**src/rtl/flight_frame_builder_if.sv**
```systemverilog
// Bus bundle for flight_frame_builder: frame trigger, sensor snapshots, MSRP read port
// and readout port. slave = builder side, master = environment side.
interface flight_frame_builder_if #(
    parameter int DW        = 16,
    parameter int I2C_WORDS = 10,
    parameter int GPS_WORDS = 14,
    parameter int MSRP_AW   = 8,
    parameter int RAM_AW    = 7
);
    logic                    frame;
    logic [3:0]              frame_cnt;
    logic [I2C_WORDS*DW-1:0] i2c_data;
    logic [GPS_WORDS*DW-1:0] gps_data;
    logic [MSRP_AW-1:0]      rd_msrp;
    logic [DW-1:0]           msrp_data;
    logic [31:0]             serial_number;
    logic [RAM_AW-1:0]       rd_addr;
    logic [DW-1:0]           rd_data;
    logic                    busy;
    logic                    frame_done;
    logic                    overrun;

    modport slave (
        input  frame, frame_cnt, i2c_data, gps_data, msrp_data, serial_number, rd_addr,
        output rd_msrp, rd_data, busy, frame_done, overrun
    );
    modport master (
        output frame, frame_cnt, i2c_data, gps_data, msrp_data, serial_number, rd_addr,
        input  rd_msrp, rd_data, busy, frame_done, overrun
    );
endinterface

```
**src/rtl/flight_frame_builder.sv**
```systemverilog
// Telemetry frame builder writing into a ping-pong RAM; readout always sees the last committed bank.
// Optional macro FRAME_CRC_EN appends a CRC-16/CCITT-FALSE word after the serial number.
module flight_frame_builder #(
    parameter int            DW         = 16,
    parameter int            I2C_WORDS  = 10,
    parameter int            GPS_WORDS  = 14,
    parameter int            MSRP_WORDS = 64,
    parameter int            MSRP_AW    = 8,
    parameter int            MSRP_LAT   = 2,
    parameter int            PAD_WORDS  = 4,
    parameter int            RAM_AW     = 7,
    parameter logic [DW-1:0] HEADER     = DW'(16'hFF7F)
) (
    input logic clock,
    input logic reset,
    flight_frame_builder_if.slave bus
);
`ifdef FRAME_CRC_EN
    localparam int CRC_WORDS = 1;
`else
    localparam int CRC_WORDS = 0;
`endif
    localparam int FRAME_LEN = 2 + I2C_WORDS + GPS_WORDS + MSRP_WORDS + PAD_WORDS + 2 + CRC_WORDS;
    localparam int WC_W = $clog2(I2C_WORDS + GPS_WORDS + MSRP_WORDS + MSRP_LAT + PAD_WORDS + 1);
    localparam logic [RAM_AW:0] LEN_CMP = (RAM_AW+1)'(FRAME_LEN);

    typedef enum logic [3:0] {
        S_IDLE, S_HDR, S_CNT, S_I2C, S_GPS, S_MSRP, S_PAD, S_SER_HI, S_SER_LO,
`ifdef FRAME_CRC_EN
        S_CRC,
`endif
        S_DONE
    } state_t;

    state_t                  state_q, state_d;
    logic                    frame_q, frame_d;
    logic [WC_W-1:0]         wc_q, wc_d;
    logic [RAM_AW-1:0]       wr_addr_q, wr_addr_d;
    logic                    wr_bank_q, wr_bank_d, rd_bank_q, rd_bank_d;
    logic [DW-1:0]           cnt_q, cnt_d;
    logic [I2C_WORDS*DW-1:0] i2c_q, i2c_d;
    logic [GPS_WORDS*DW-1:0] gps_q, gps_d;
    logic [MSRP_AW-1:0]      rd_msrp_q, rd_msrp_d;
    logic [DW-1:0]           rd_data_q, rd_data_d;
    logic                    busy_q, busy_d, frame_done_q, frame_done_d, overrun_q, overrun_d;
    logic                    start, we;
    logic [DW-1:0]           wdata;
    logic [31:0]             msrp_base;
    logic [DW-1:0]           ram [0:2**(RAM_AW+1)-1];
`ifdef FRAME_CRC_EN
    logic [15:0]             crc_q, crc_d;

    function automatic logic [15:0] crc_step(input logic [15:0] c, input logic [DW-1:0] w);
        logic [15:0] r;
        r = c;
        for (int i = DW-1; i >= 0; i--)
            r = {r[14:0], 1'b0} ^ ((r[15] ^ w[i]) ? 16'h1021 : 16'h0000);
        return r;
    endfunction
`endif

    assign start     = bus.frame & ~frame_q;
    assign msrp_base = 32'(bus.frame_cnt[3:2]) * 32'(MSRP_WORDS);

    always_comb begin
        state_d      = state_q;
        frame_d      = bus.frame;
        wc_d         = wc_q;
        wr_addr_d    = wr_addr_q;
        wr_bank_d    = wr_bank_q;
        rd_bank_d    = rd_bank_q;
        cnt_d        = cnt_q;
        i2c_d        = i2c_q;
        gps_d        = gps_q;
        rd_msrp_d    = rd_msrp_q;
        busy_d       = busy_q;
        frame_done_d = 1'b0;
        overrun_d    = start && (state_q != S_IDLE);
        we           = 1'b0;
        wdata        = '0;
`ifdef FRAME_CRC_EN
        crc_d        = crc_q;
`endif
        case (state_q)
            S_IDLE: if (start) begin
                i2c_d     = bus.i2c_data;
                gps_d     = bus.gps_data;
                rd_msrp_d = msrp_base[MSRP_AW-1:0];
                wr_addr_d = '0;
                busy_d    = 1'b1;
                state_d   = S_HDR;
`ifdef FRAME_CRC_EN
                crc_d     = 16'hFFFF;
`endif
            end
            S_HDR: begin
                we = 1'b1; wdata = HEADER; state_d = S_CNT;
            end
            S_CNT: begin
                we = 1'b1; wdata = cnt_q; cnt_d = cnt_q + 1'b1;
                wc_d = '0; state_d = S_I2C;
            end
            S_I2C: begin
                we = 1'b1; wdata = i2c_q[DW-1:0]; i2c_d = i2c_q >> DW;
                if (wc_q == WC_W'(I2C_WORDS-1)) begin wc_d = '0; state_d = S_GPS; end
                else wc_d = wc_q + 1'b1;
            end
            S_GPS: begin
                we = 1'b1; wdata = gps_q[DW-1:0]; gps_d = gps_q >> DW;
                if (wc_q == WC_W'(GPS_WORDS-1)) begin wc_d = '0; state_d = S_MSRP; end
                else wc_d = wc_q + 1'b1;
            end
            S_MSRP: begin
                // address issue leads the write stream by the RAM latency
                if (wc_q < WC_W'(MSRP_WORDS)) rd_msrp_d = rd_msrp_q + 1'b1;
                if (wc_q >= WC_W'(MSRP_LAT)) begin we = 1'b1; wdata = bus.msrp_data; end
                if (wc_q == WC_W'(MSRP_WORDS+MSRP_LAT-1)) begin wc_d = '0; state_d = S_PAD; end
                else wc_d = wc_q + 1'b1;
            end
            S_PAD: begin
                we = 1'b1;
                if (wc_q == WC_W'(PAD_WORDS-1)) begin wc_d = '0; state_d = S_SER_HI; end
                else wc_d = wc_q + 1'b1;
            end
            S_SER_HI: begin
                we = 1'b1; wdata = DW'(bus.serial_number[31:16]); state_d = S_SER_LO;
            end
            S_SER_LO: begin
                we = 1'b1; wdata = DW'(bus.serial_number[15:0]);
`ifdef FRAME_CRC_EN
                state_d = S_CRC;
`else
                state_d = S_DONE;
`endif
            end
`ifdef FRAME_CRC_EN
            S_CRC: begin
                we = 1'b1; wdata = DW'(crc_q); state_d = S_DONE;
            end
`endif
            S_DONE: begin
                rd_bank_d    = wr_bank_q;
                wr_bank_d    = ~wr_bank_q;
                frame_done_d = 1'b1;
                busy_d       = 1'b0;
                state_d      = S_IDLE;
            end
            default: state_d = S_IDLE;
        endcase
        if (we) wr_addr_d = wr_addr_q + 1'b1;
`ifdef FRAME_CRC_EN
        if (we && state_q != S_CRC) crc_d = crc_step(crc_q, wdata);
`endif
        rd_data_d = '0;
        if ({1'b0, bus.rd_addr} < LEN_CMP) rd_data_d = ram[{rd_bank_q, bus.rd_addr}];
    end

    always_ff @(posedge clock) begin
        if (we) ram[{wr_bank_q, wr_addr_q}] <= wdata;
    end

    always_ff @(posedge clock or negedge reset) begin
        if (!reset) begin
            state_q      <= S_IDLE;
            frame_q      <= 1'b0;
            wc_q         <= '0;
            wr_addr_q    <= '0;
            wr_bank_q    <= 1'b0;
            rd_bank_q    <= 1'b0;
            cnt_q        <= '0;
            i2c_q        <= '0;
            gps_q        <= '0;
            rd_msrp_q    <= '0;
            rd_data_q    <= '0;
            busy_q       <= 1'b0;
            frame_done_q <= 1'b0;
            overrun_q    <= 1'b0;
`ifdef FRAME_CRC_EN
            crc_q        <= 16'hFFFF;
`endif
        end else begin
            state_q      <= state_d;
            frame_q      <= frame_d;
            wc_q         <= wc_d;
            wr_addr_q    <= wr_addr_d;
            wr_bank_q    <= wr_bank_d;
            rd_bank_q    <= rd_bank_d;
            cnt_q        <= cnt_d;
            i2c_q        <= i2c_d;
            gps_q        <= gps_d;
            rd_msrp_q    <= rd_msrp_d;
            rd_data_q    <= rd_data_d;
            busy_q       <= busy_d;
            frame_done_q <= frame_done_d;
            overrun_q    <= overrun_d;
`ifdef FRAME_CRC_EN
            crc_q        <= crc_d;
`endif
        end
    end

    assign bus.rd_msrp    = rd_msrp_q;
    assign bus.rd_data    = rd_data_q;
    assign bus.busy       = busy_q;
    assign bus.frame_done = frame_done_q;
    assign bus.overrun    = overrun_q;
endmodule
```
**src/flat_wrapper.sv**
```systemverilog
// flat-port wrapper written by rule: the top's interface ports become plain ports
module flight_frame_builder_flat 
#(
    parameter int            DW         = 16,
    parameter int            I2C_WORDS  = 10,
    parameter int            GPS_WORDS  = 14,
    parameter int            MSRP_WORDS = 64,
    parameter int            MSRP_AW    = 8,
    parameter int            MSRP_LAT   = 2,
    parameter int            PAD_WORDS  = 4,
    parameter int            RAM_AW     = 7,
    parameter logic [DW-1:0] HEADER     = DW'(16'hFF7F)
)
  (clock, reset, bus_frame, bus_frame_cnt, bus_i2c_data, bus_gps_data, bus_msrp_data, bus_serial_number, bus_rd_addr, bus_rd_msrp, bus_rd_data, bus_busy, bus_frame_done, bus_overrun);
  flight_frame_builder_if #(.DW(DW), .I2C_WORDS(I2C_WORDS), .GPS_WORDS(GPS_WORDS), .MSRP_AW(MSRP_AW), .RAM_AW(RAM_AW)) bus_i ();
  input logic clock;
  input logic reset;
  input wire logic [$bits(bus_i.frame)-1:0] bus_frame;
  input wire logic [$bits(bus_i.frame_cnt)-1:0] bus_frame_cnt;
  input wire logic [$bits(bus_i.i2c_data)-1:0] bus_i2c_data;
  input wire logic [$bits(bus_i.gps_data)-1:0] bus_gps_data;
  input wire logic [$bits(bus_i.msrp_data)-1:0] bus_msrp_data;
  input wire logic [$bits(bus_i.serial_number)-1:0] bus_serial_number;
  input wire logic [$bits(bus_i.rd_addr)-1:0] bus_rd_addr;
  output wire logic [$bits(bus_i.rd_msrp)-1:0] bus_rd_msrp;
  output wire logic [$bits(bus_i.rd_data)-1:0] bus_rd_data;
  output wire logic [$bits(bus_i.busy)-1:0] bus_busy;
  output wire logic [$bits(bus_i.frame_done)-1:0] bus_frame_done;
  output wire logic [$bits(bus_i.overrun)-1:0] bus_overrun;
  assign bus_i.frame = bus_frame;
  assign bus_i.frame_cnt = bus_frame_cnt;
  assign bus_i.i2c_data = bus_i2c_data;
  assign bus_i.gps_data = bus_gps_data;
  assign bus_i.msrp_data = bus_msrp_data;
  assign bus_i.serial_number = bus_serial_number;
  assign bus_i.rd_addr = bus_rd_addr;
  assign bus_rd_msrp = bus_i.rd_msrp;
  assign bus_rd_data = bus_i.rd_data;
  assign bus_busy = bus_i.busy;
  assign bus_frame_done = bus_i.frame_done;
  assign bus_overrun = bus_i.overrun;
  flight_frame_builder #(.DW(DW), .I2C_WORDS(I2C_WORDS), .GPS_WORDS(GPS_WORDS), .MSRP_WORDS(MSRP_WORDS), .MSRP_AW(MSRP_AW), .MSRP_LAT(MSRP_LAT), .PAD_WORDS(PAD_WORDS), .RAM_AW(RAM_AW), .HEADER(HEADER)) u_core (.clock(clock), .reset(reset), .bus(bus_i));
endmodule
```
**config.mk**
```make
export PLATFORM = sky130hd
export DESIGN_NAME = flight_frame_builder_flat
export DESIGN_NICKNAME = d
export VERILOG_FILES = /design/src/rtl/flight_frame_builder_if.sv /design/src/rtl/flight_frame_builder.sv /design/src/flat_wrapper.sv
export SDC_FILE = /design/constraint.sdc
export NUM_CORES = 2
export LEC_CHECK = 0
export ABC_AREA = 1
export CORE_MARGIN = 4
export CORE_UTILIZATION = 50
export CTS_BUF_LIST = sky130_fd_sc_hd__clkbuf_8
export DETAILED_ROUTE_END_ITERATION = 10
export HOLD_SLACK_MARGIN = 0.06
export PLACE_DENSITY = 0.71
export REMOVE_ABC_BUFFERS = 1
export SYNTH_ARGS = -nofsm -noshare
export SYNTH_HDL_FRONTEND = slang
export SYNTH_SLANG_ARGS = --single-unit
```
**constraint.sdc**
```tcl
create_clock -name clock -period 24.3 [get_ports clock]
set_input_delay 3.645 -clock clock [delete_from_list [all_inputs] [get_ports clock]]
set_output_delay 3.645 -clock clock [all_outputs]
set_load 0.01 [all_outputs]
```
# Yosys cells after proc, flatten, opt, wreduce, memory -nomap -nowiden
# Memories as Yosys holds them, arrays and structs flattened.
# Index checks and enable logic that the tools add are counted.
# word_totals
word_cells	92
mem_count	1
ff_bits	448
ram_bits	4096
inputBits	446
out_inout_bits	27
# memory_table
name	words	word_bits	read_ports	rd_ports_with_merged_regs	wr	line	text
u_core.ram	256	16	1	0	1	flight_frame_builder.sv:49	logic [DW-1:0] ram [0:2**(RAM_AW+1)-1];
# classes
bitwise	3
n_reduce_logical	17
mux	31
n_lt_le_gt_ge	3
add_sub_neg	4
n_eq_ne	19
# op_table
cell	n
$pmux W224 S2	1
$pmux W160 S2	1
$mux W224	1
$mux W160	1
$pmux W16 S7	1
$mux W7	7
$pmux W4 S9	1
$pmux W7 S5	1
$mux W16	2
$mux W4	5
$add A16 B1 Y16 const B	1
$eq A4 B3 Y1 const B	4
$mux W8	2
$pmux W8 S2	1
$add A7 B1 Y7 const B	2
$eq A7 B4 Y1 const B	2
$lt A7 B7 Y1 const B	2
$ne A2 B1 Y1 const B	6
$reduce_bool A2 Y1	6
$add A8 B1 Y8 const B	1
$eq A4 B2 Y1 const B	2
$eq A4 B4 Y1 const B	2
$reduce_and A2 Y1	4
$eq A7 B2 Y1 const B	1
other kinds (14)	20

# Longest topological paths before layout
# depth
word_depth	5
ltp_mapped	15

# Worst setup path after synthesis
# OpenSTA, ideal clock, no wires.
# synth_path
kind	input to register
from	in bus_serial_number[25]
to	mem u_core.ram[0][9], data pin
path_buffers	0
stages	4
setup_slack_ns	15.821
arrival_time_ns	6.994
required_ns	22.815
path_cell_list	nand2_1 > nand2_1 > a221oi_1 > o2111ai_1
# synth_between
elab_chain_len	1
# synth_lines
item	line	text
start, declared	flat_wrapper.sv:23	input wire logic [$bits(bus_i.serial_number)-1:0] bus_serial_number;
$pmux W16 S7	flight_frame_builder.sv:84	case (state_q)
net u_core.wdata[9]	flight_frame_builder.sv:47	logic [DW-1:0] wdata;
end, declared	flight_frame_builder.sv:49	
# The timed path passes the listed nets, and every way through them passes these cells.

# Final worst setup path
# layout_path
from	in bus_rd_addr[0]
to	reg u_core.rd_data_q[5], in the netlist u_core.bus.rd_data[5]
# layout_between
elab_chain_len	2
elab_cells_between_ends	3
cone_classes	order compare: 1; mux: 1; memory: 1
# layout_lines
item	line	text
start, declared	flat_wrapper.sv:24	input wire logic [$bits(bus_i.rd_addr)-1:0] bus_rd_addr;
$mem_v2 Z256 W16 / $lt A7 B7 Y1 (equally long branches)	-	
$mux W16 (*)	flight_frame_builder.sv:155	if ({1'b0, bus.rd_addr} < LEN_CMP) rd_data_d = ram[{rd_bank_q, bus.rd_addr}];
net u_core.rd_data_d[5]	flight_frame_builder.sv:44	logic [DW-1:0] rd_data_q, rd_data_d;
end signal, assigned	flight_frame_builder.sv:192	rd_data_q <= rd_data_d;
end, declared	flight_frame_builder.sv:44	
# The timed path passes the listed nets; every way through them passes the cells marked *.
# A chain may end at the register's enable or synchronous reset.

==> results.md <==
- Outcome: complete, but fails checks
- Failing checks: max-slew violations
- Die W: 543 um
- Max clock buf depth: 4
- Switching part of the total power: 23.7%
- Largest family of logic cells by synthesized area: simple AND/OR/NAND/NOR gates
- Minimum clock period: 8.01 ns
- Remaining Overflow, GRT: 0
- Register area: 103000 sq um
- Reg2reg path depth: 10
- Multi-input gate area: 35100 sq um
- Skew final: 0.0881 ns
- Final Hold Vio Count: 0
- Largest net degree at the start of global routing: 262
- Area growth syn-to-layout: 12.7%
- Worst-path clk slew: 0.06 ns
- Switch Pwr: 2.85 mW
- Post-synthesis xor/xnor area fraction: 0.135%
- Layout Nets: 13256
- Comb pwr share: 5.8%
- Mapped Cells: 12392
- R2r startpoint: u_core.state_q[1]
- Top FF cell, synth: edfxtp_1
- Clock root buffer: clkbuf_8
- R2r setup slk: 19.01 ns
- ANT nets after route: 0
- CTS H-Tree Depth: 6
- PwrDens: 74.6 nW/um^2
- DRT iter0 DRCs: 12961
- Clk pwr share: 39.4%
- Crit end category: flip-flop
- Crit Path Class: in -> reg
- # resized after CTS: 0
- Clk Latency, worst-skew pair: 1.16 ns
- First-pass GRT wire length: 607 mm
- P_leak: 59.9 nW
- Drt pass-1 iters: 8
- Actual transition at the worst max-transition pin: 1.51 ns
- # DRC: 0
- Crit path max fanout: 261
- Headroom to the max-slew limit: -0.366%
- Setup TNS: 0 ns
- Avg Inst Size Synth: 11.5 sq um
- RSZ-0062 raised after global routing: false
- Fraction of layout cells with a size suffix above 1: 7.58%
- Initial antenna violation count: 41
- Post-Synth Adder-Cell Area: 0.0787%
- Filler cell count: 22659
- Peak VDD IR: 46.2 uV
- Arr. time, crit path: 9.10 ns
- Flops & latches, synth: 3520
- Internal power: 9.17 mW
- Post-synthesis compound-gate area fraction: 3.71%
- WHS Path Cells: 1
- Initial core utilization: 50.2%
- Final setup violation count: 0
- TritonCTS Buffers: 570
- Hold path startpoint: u_core.cnt_q[15]
- Wire per inst: 24.4 um
- Register area share after synthesis: 72.3%
- CTS tree: built
- Mux share of post-synthesis cell area: 0%
- Startpoint Class: primary input
- I/O pin count: 473
- CTS Hold Bufs: 0
- GP Congestion: 0.871
- Max Clk Rate: 0.125 GHz
- MaxCap Viol Count: 0
- Die footprint: 295000 sq um
- DRT Wirelength: 414 mm
- Die height: 543 um
- GRT Util Overall: 27.3%
- Ys Warns: 0
- Number of global-route vias before repair: 95849
- Slew Viols, Final: 17
- Min-Delay Path Class: reg -> reg
- Dpl hpwl: 237 mm
- Synth Cell Area: 143000 sq um
- Core area: 285000 sq um
- Worst EP required: 25.39 ns
- Count of flip-flops with a built-in enable after synthesis: 3072
- # Post-CTS Setup Buffers: 0
- Via density: 5.90
- Async SR Flop Fraction: 12.7%
- Synth unique cells: 36
- Min Hold Slack: 0.484 ns
- I/O Buffers: 470
- Synth Area in Simple Gates: 20.4%
- FP Rows: 196
- Sequential share of power: 54.8%
- Via count: 100421
- Worst Hold Endpoint: u_core.cnt_q[15]
- RR Endpoint: u_core.ram[94][13]
- TritonCTS Sinks: 3520
- Final Cycle Share: 33.0%
-- worst max-delay path by stage --
stage	slack, ns	from	depth (start not counted)	endpoint
finish	16.29	bus_rd_addr[0]	15	u_core.bus.rd_data[5]
global route	16.22	bus_rd_addr[0]	15	u_core.bus.rd_data[5]
CTS	16.65	bus_rd_addr[0]	15	u_core.bus.rd_data[5]
detailed placement	15.36	bus_rd_addr[0]	15	u_core.bus.rd_data[5]
global placement	15.42	bus_rd_addr[1]	14	u_core.bus.rd_data[6]
floorplan	7.72	bus_rd_addr[0]	11	u_core.bus.rd_data[15]
-- cell type report --
type                            count  share of cell area (%)
Antenna cell                       21                  0.0326
Clock buffer                      606                    5.17
Clock inverter                    389                    1.25
Inverter                          278                   0.677
Multi-Input combinational cell   7758                    21.8
Sequential cell                  3520                    64.2
Tap cell                         3762                    2.92
Timing Repair Buffer              673                    3.97
-- cell usage after synthesis, drive strengths merged, types with 58 or more instances --
cell       n  area share (%)
nand2   2837             7.5
nor2    1154             3.0
dfrtp    448             7.8
o21ai    434             1.5
nor3     379             1.3
a21oi     58            0.20
edfxtp  3072              65
o22ai    317             1.4
buf      506             1.7
clkbuf   330            0.87
nand3   2437             8.5
inv      272            0.71
-- through the flow --
step	util, %	std cells	worst slack (ns)	power (mW)	area [sq um]
3_3_place_gp	52.9	15991	15.42	7.38	151000
5_1_grt	56.6	16996	16.22	12.4	161000
4_1_cts	56.5	16986	16.65	12.1	161000
2_1_floorplan	-	11556	7.72	7.12	139000
6_report	56.6	17007	16.29	12.0	161000
3_5_place_dp	52.9	15991	15.36	7.40	151000
-- cell families (layout without fill, tap and decap cells) --
kind of cell / after synthesis / count (layout)
DFF: 3520 / 3520
other: 0 / 21
and+or+nand+nor: 6813 / 6813
xor gates and xnor gates: 22 / 22
adders and majority gates: 9 / 9
AOI/OAI and AO/OA: 914 / 914
buffers and inverters: 1114 / 1946
-- worst max-delay path: stages --
cell	delay [ns]
buf_8	0.18
inv_16	0.40
buf_4	0.81
buf_4	0.82
buf_4	0.88
nand2_1	0.12
nand3_1	0.12
nand3_1	0.11
nand3_1	0.20
nand3_1	0.13
nand3_1	0.31
nand3_1	0.12
nand2_1	0.29
nand2_1	0.08
nand2_1	0.08
-- layer usage --
metal | up-vias | share of wire (%) | global-route usage [%]
met5 | - | 0.056 | 0
met2 | 5843 | 46 | 42.4
met3 | 920 | 11 | 6.28
met1 | 48860 | 37 | 36.1
li1 | 44769 | - | -
met4 | 29 | 5.3 | 14.0
-- state kept, by name, summed over array words and instances, names as in the netlist --
register and count:
u_core.bus.busy 1, u_core.bus.frame_done 1, u_core.bus.overrun 1, u_core.bus.rd_data 16, u_core.bus.rd_msrp 8, u_core.cnt_q 16
u_core.frame_q 1, u_core.gps_q 224, u_core.i2c_q 160, u_core.ram 3072, u_core.rd_bank_q 1, u_core.state_q 4
u_core.wc_q 7, u_core.wr_addr_q 7, u_core.wr_bank_q 1
-- cells in the final DEF, fill, tap and decap left out, types with 37 or more instances in the layout --
cell / count
buf_4: 191
nand3_1: 2426
o21ai_0: 434
inv_1: 438
edfxtp_1: 3072
clkbuf_8: 606
nor3_1: 369
o22ai_1: 317
clkinv_1: 104
nand2_1: 2814
clkdlybuf4s50_1: 463
a221oi_1: 37
clkinv_2: 42
nor2_1: 1137
a21oi_1: 58
dfrtp_1: 448
-- power by group through the flow --
stage / logic (mW) / registers (mW) / clock network (mW)
4_1_cts: 0.693 / 6.59 / 4.78
6_report: 0.702 / 6.59 / 4.73
5_1_grt: 0.755 / 6.58 / 5.07
2_1_floorplan: 0.388 / 6.73 / 0
3_5_place_dp: 0.690 / 6.71 / 0
3_3_place_gp: 0.674 / 6.71 / 0
(Power assumes the default switching activity.)
